`src/rtl/clock_enable_gen.sv`:
```
// Clock-enable generator for a core running off the 160 MHz MMCM output.
// The core clock is never gated: a single-cycle enable pulse is produced at
// /16, /8, /4, /2 or /1 of clock_160, and the core is held in reset until
// the MMCM has reported lock continuously for LOCK_CYCLES synchronized cycles.
// Rate changes are deferred to the end of a 16-cycle divider period so no
// enable period is ever shorter than the faster of the two rates involved.

module clock_enable_gen #(
    parameter int unsigned LOCK_CYCLES = 1024
) (
    input  logic       clock_160,
    input  logic       nres,
    input  logic       pll_locked,
    input  logic [2:0] clksel,
    output logic       clk_en,
    output logic       run_resn,
    output logic [2:0] cur_sel,
    output logic       sel_ack
);

    typedef enum logic [1:0] {
        ST_WAIT   = 2'd0,
        ST_STABLE = 2'd1,
        ST_RUN    = 2'd2
    } state_t;

    // Lock count value on which STABLE hands over to RUN.
    localparam logic [15:0] LOCK_LAST = 16'(LOCK_CYCLES - 1);

    logic        sync1_q;
    logic        locked_s_q;
    state_t      state_q;
    logic [15:0] lock_cnt_q;
    logic [15:0] lock_cnt_inc;
    logic [3:0]  div_cnt_q;
    logic        run_resn_q;
    logic [2:0]  cur_sel_q;
    logic [2:0]  cur_sel_d;
    logic        sel_ack_q;
    logic        sel_ack_d;
    logic [3:0]  div_mask;
    logic        in_run;
    logic        apply_window;
    logic        sel_pending;

    assign in_run       = (state_q == ST_RUN);
    assign lock_cnt_inc = lock_cnt_q + 16'd1;

    // Two-flop synchronizer bringing the asynchronous LOCKED into clock_160.
    always_ff @(posedge clock_160 or negedge nres) begin
        if (!nres) begin
            sync1_q    <= 1'b0;
            locked_s_q <= 1'b0;
        end else begin
            sync1_q    <= pll_locked;
            locked_s_q <= sync1_q;
        end
    end

    // Lock-qualification FSM with the divider counter and registered core reset.
    always_ff @(posedge clock_160 or negedge nres) begin
        if (!nres) begin
            state_q    <= ST_WAIT;
            lock_cnt_q <= 16'd0;
            div_cnt_q  <= 4'd0;
            run_resn_q <= 1'b0;
        end else begin
            run_resn_q <= in_run;
            if (!locked_s_q) begin
                state_q    <= ST_WAIT;
                lock_cnt_q <= 16'd0;
                div_cnt_q  <= 4'd0;
            end else begin
                case (state_q)
                    ST_WAIT: begin
                        state_q    <= ST_STABLE;
                        lock_cnt_q <= 16'd0;
                        div_cnt_q  <= 4'd0;
                    end
                    ST_STABLE: begin
                        lock_cnt_q <= lock_cnt_inc;
                        div_cnt_q  <= 4'd0;
                        if (lock_cnt_inc == LOCK_LAST) begin
                            state_q <= ST_RUN;
                        end
                    end
                    ST_RUN: begin
                        div_cnt_q <= div_cnt_q + 4'd1;
                    end
                    default: begin
                        state_q    <= ST_WAIT;
                        lock_cnt_q <= 16'd0;
                        div_cnt_q  <= 4'd0;
                    end
                endcase
            end
        end
    end

    // Divider mask for the selection in effect; reserved codes fall back to /16.
    always_comb begin
        div_mask = 4'hF;
        case (cur_sel_q)
            3'd0:    div_mask = 4'hF;
            3'd1:    div_mask = 4'h7;
            3'd2:    div_mask = 4'h3;
            3'd3:    div_mask = 4'h1;
            3'd4:    div_mask = 4'h0;
            default: div_mask = 4'hF;
        endcase
    end

    // A differing request is taken at the end of a divider period, or at once outside RUN.
    always_comb begin
        sel_pending  = (clksel != cur_sel_q);
        apply_window = !in_run || (div_cnt_q == 4'hF);
        cur_sel_d    = cur_sel_q;
        sel_ack_d    = 1'b0;
        if (sel_pending && apply_window) begin
            cur_sel_d = clksel;
            sel_ack_d = 1'b1;
        end
    end

    // Selection register and its one-cycle acknowledge.
    always_ff @(posedge clock_160 or negedge nres) begin
        if (!nres) begin
            cur_sel_q <= 3'd0;
            sel_ack_q <= 1'b0;
        end else begin
            cur_sel_q <= cur_sel_d;
            sel_ack_q <= sel_ack_d;
        end
    end

    // Enable is decoded only from registers, so it drops with the async reset.
    assign clk_en   = in_run && ((div_cnt_q & div_mask) == div_mask);
    assign run_resn = run_resn_q;
    assign cur_sel  = cur_sel_q;
    assign sel_ack  = sel_ack_q;

endmodule

```
`config.mk`:
```
export PLATFORM = sky130hd
export DESIGN_NAME = clock_enable_gen
export DESIGN_NICKNAME = d
export VERILOG_FILES = /design/src/rtl/clock_enable_gen.sv
export SDC_FILE = /design/constraint.sdc
export NUM_CORES = 1
export LEC_CHECK = 0
export ABC_AREA = 1
export BUFFER_PORTS_ARGS = -buffer_cell sky130_fd_sc_hd__buf_2
export CAP_MARGIN = 30
export CORE_UTILIZATION = 63
export DETAILED_ROUTE_END_ITERATION = 7
export GPL_ROUTABILITY_DRIVEN = 0
export GPL_TIMING_DRIVEN = 0
export PLACE_DENSITY_LB_ADDON = 0.15
export SLEW_MARGIN = 40
export SYNTH_ARGS = -nofsm -noshare
export SYNTH_HDL_FRONTEND = slang
export SYNTH_SLANG_ARGS = --single-unit
```
`constraint.sdc`:
```
create_clock -name clock_160 -period 2.6 [get_ports clock_160]
set_input_delay 0.52 -clock clock_160 [delete_from_list [all_inputs] [get_ports clock_160]]
set_output_delay 0.52 -clock clock_160 [all_outputs]
set_load 0.02 [all_outputs]
```
==> run summary <==
Ant. Diodes: 0
RSZ-0062 raised after global routing: false
Buf/Inv on CP: 1
Slowest-stage cell, CP: dfrtp_1
final-stage net count: 238
worst path cell trace: nor2_1 > a21boi_0 > buf_2
Critical Path Fanout Max: 6
DP HPWL: 2480 µm
Vias/cell: 5.67
commonest non-fill, non-tap cell in the layout: nand2_1
DIE HEIGHT: 52.0 µm
DIE AREA: 0.00270 mm²
Synth area leaders: dfrtp_1 (46%), nand2_1 (16%), nand3_1 (6.0%), o21ai_0 (6.0%), nor2_1 (6.0%)
maximum VDD drop: 0.480 mV
Pint: 0.000703 W
sequential share of power: 51.7%
Core ar.: 0.00228 mm²
synth warn: 0
Final ANT Viol Nets: 0
final hold vios: 0
Final Skew: 0.0167 ns
CTS tree: yes
total wire length: 3340 µm
clock slew at reported path FFs: 0.10 ns
Max Clk Rate: 0.488 GHz
Remaining DRCs: 0
Max Root-Sink Buffers: 2
Initial Util: 69.1%
total number of vias: 1462
Hold Crit Class: input port to asynchronous set/reset pin
Die Wd: 52.0 µm
GRT Overall Usage: 30.6%
Buffers on Ports: 11
Mapped Nets: 220
status: finished, final reports clean
number of DRC markers in iteration 0: 71
Sink Count: 29
I/O pins: 12
total CTS buffers: 5
R2R setup slack: 0.68 ns
Cell variety after synth: 24
Synth Instances: 211
Worst-Margin Slew: 0.608 ns
sequential area share after synthesis: 46.1%
GR Overflow Total: 0
CP top delay family: flip-flops
CTS resizes: 0
Lkg Pwr: 0.768 nW
post-CTS setup buffers: 0
later-pin clock latency in the skew report: 0.34 ns
Logic pwr share: 5.3%
first-pass GRT wire length: 5880 µm
Yosys top cell by area: dfrtp_1
headroom to the max-slew limit: 59.5%
vias in the first global route: 1395
Final Critical Period: 2.05 ns
largest net degree at the start of global routing: 30
Crit path largest cell delay: 0.41 ns
CP Class: flop to primary output
Setup TNS: 0 ns
fin. max-slew vios: 0
most frequent cells in the layout: nand2_1 (66), dfrtp_1 (29), nor2_1 (25), inv_1 (23)
FILL cells: 165
clock share of power: 43.0%
net switching power: 0.000199 W
mapped cell area: 0.00157 mm²
Crit. End Element: primary output
CP arrival: 1.53 ns
Avg Inst Size Synth: 7.45 µm²
H-tree Lvls: 2
drt pass-1 iters: 5
# setup viols final: 0
Tcrit/Tclk final: 78.8%
flops & latches, synth: 29
max-cap check violation count: 0
Setup WS post-layout: 0.550 ns
post-synth top area share: 46.1%
Std-Cell Rows: 17
layout cells sized above 1: 10.9%
Layout Area Growth over Synthesis: 11.1%
PwrDens: 516 mW/mm²
dpl ws: 0.762 ns
Net Sw Frac: 22.1%
CTS root buffer: clkbuf_4
Critical Path RT: 2.08 ns
hold buffer count at cts: 0
Wirelength per Cell: 12.9 µm
startpoint types: flop
initial antenna violation count: 0
## layout make-up
cell class	instances	area (µm²)	share of cell area, %
clock inverter	1	30.0	1.72
clock buffer	7	55.1	3.15
timing repair buffer	11	55.1	3.15
buffer	2	8.76	0.501
sequential	29	726	41.5
inverter	23	86.3	4.94
multi-input combinational	157	752	43.0
tap	28	35.0	2.00
## sequential cells by signal, summed over array words and instances, names as in the netlist
name,cells
lock_cnt_q,16
div_cnt_q,4
cur_sel,3
state_q,2
locked_s_q,1
run_resn,1
sel_ack,1
sync1_q,1
## synth_stat cells
library cell,number
clkbuf_1,1
a21oi_1,1
o22ai_1,3
buf_2,1
o31a_1,1
nor2_1,25
dfrtp_1,29
inv_1,23
a31oi_1,1
o21ai_1,1
xor2_1,1
nor2_2,1
nand2_1,66
a22o_1,1
a21boi_0,1
nand4_1,5
nand3_1,19
nand2_2,2
nor3b_1,2
nor2_4,3
nor3_1,1
o21ai_0,19
ha_1,3
a32o_1,1
## stage by stage
| step | power, W | area (µm²) | utilization, % | hold WS (ns) | cells |
|---|---|---|---|---|---|
| 3_5_place_dp | 0.000524 | 1660 | 73.1 | 0.344 | 250 |
| 5_1_grt | 0.000940 | 1750 | 76.8 | 0.215 | 258 |
| 6_report | 0.000902 | 1750 | 76.8 | 0.176 | 258 |
| 3_3_place_gp | 0.000521 | 1660 | 73.1 | 0.335 | 250 |
| 4_1_cts | 0.000910 | 1750 | 76.8 | 0.195 | 258 |
| 2_1_floorplan | 0.000499 | 1570 | - | 0.224 | 211 |
## per-layer routing
metal / part of all wire [%] / GRT usage [%]
met5: 0 / 0
met4: 1.4 / 12.6
met3: 7.2 / 9.94
met2: 51 / 51.5
met1: 40 / 35.3
## worst reg2reg max path: cells and delay by family, from the launching register on
family / cells / cell delay [ns]
adders and majority gates: 1 / 0.30
DFF: 1 / 0.42
and+or+nand+nor: 10 / 1.13
## power by group through the flow
stage	clock [W]	combinational [W]	sequential (W)
floorplan	0	0.0000190	0.000480
global placement	0	0.0000463	0.000475
detailed placement	0	0.0000486	0.000475
CTS	0.000395	0.0000486	0.000466
global route	0.000419	0.0000532	0.000468
finish	0.000388	0.0000476	0.000466
## final timing paths
check / cells past startpoint / from / endpoint
max: 3 / state_q[0]$_DFFE_PN0P_ / clk_en
min: 1 / nres / lock_cnt_q[10]$_DFFE_PN0P_
max reg2reg: 11 / lock_cnt_q[1]$_DFFE_PN0P_ / state_q[1]$_DFFE_PN0P_
min reg2reg: 0 / sync1_q$_DFF_PN0_ / locked_s_q$_DFF_PN0_
max in group asynchronous: 1 / nres / lock_cnt_q[2]$_DFFE_PN0P_
min in group clock_160: 1 / pll_locked / sync1_q$_DFF_PN0_
## cell families after synthesis
group | count (synthesis) | share of synthesized area (%)
adder cells (fa/ha/maj) | 3 | 2.39
flip-flops | 29 | 46.1
XOR/XNOR | 1 | 0.557
buffers and inverters | 25 | 6.05
AO/OA/AOI/OAI | 29 | 10.5
AND/OR/NAND/NOR | 124 | 34.4
No activity file was read; power rests on OpenSTA's default activity.
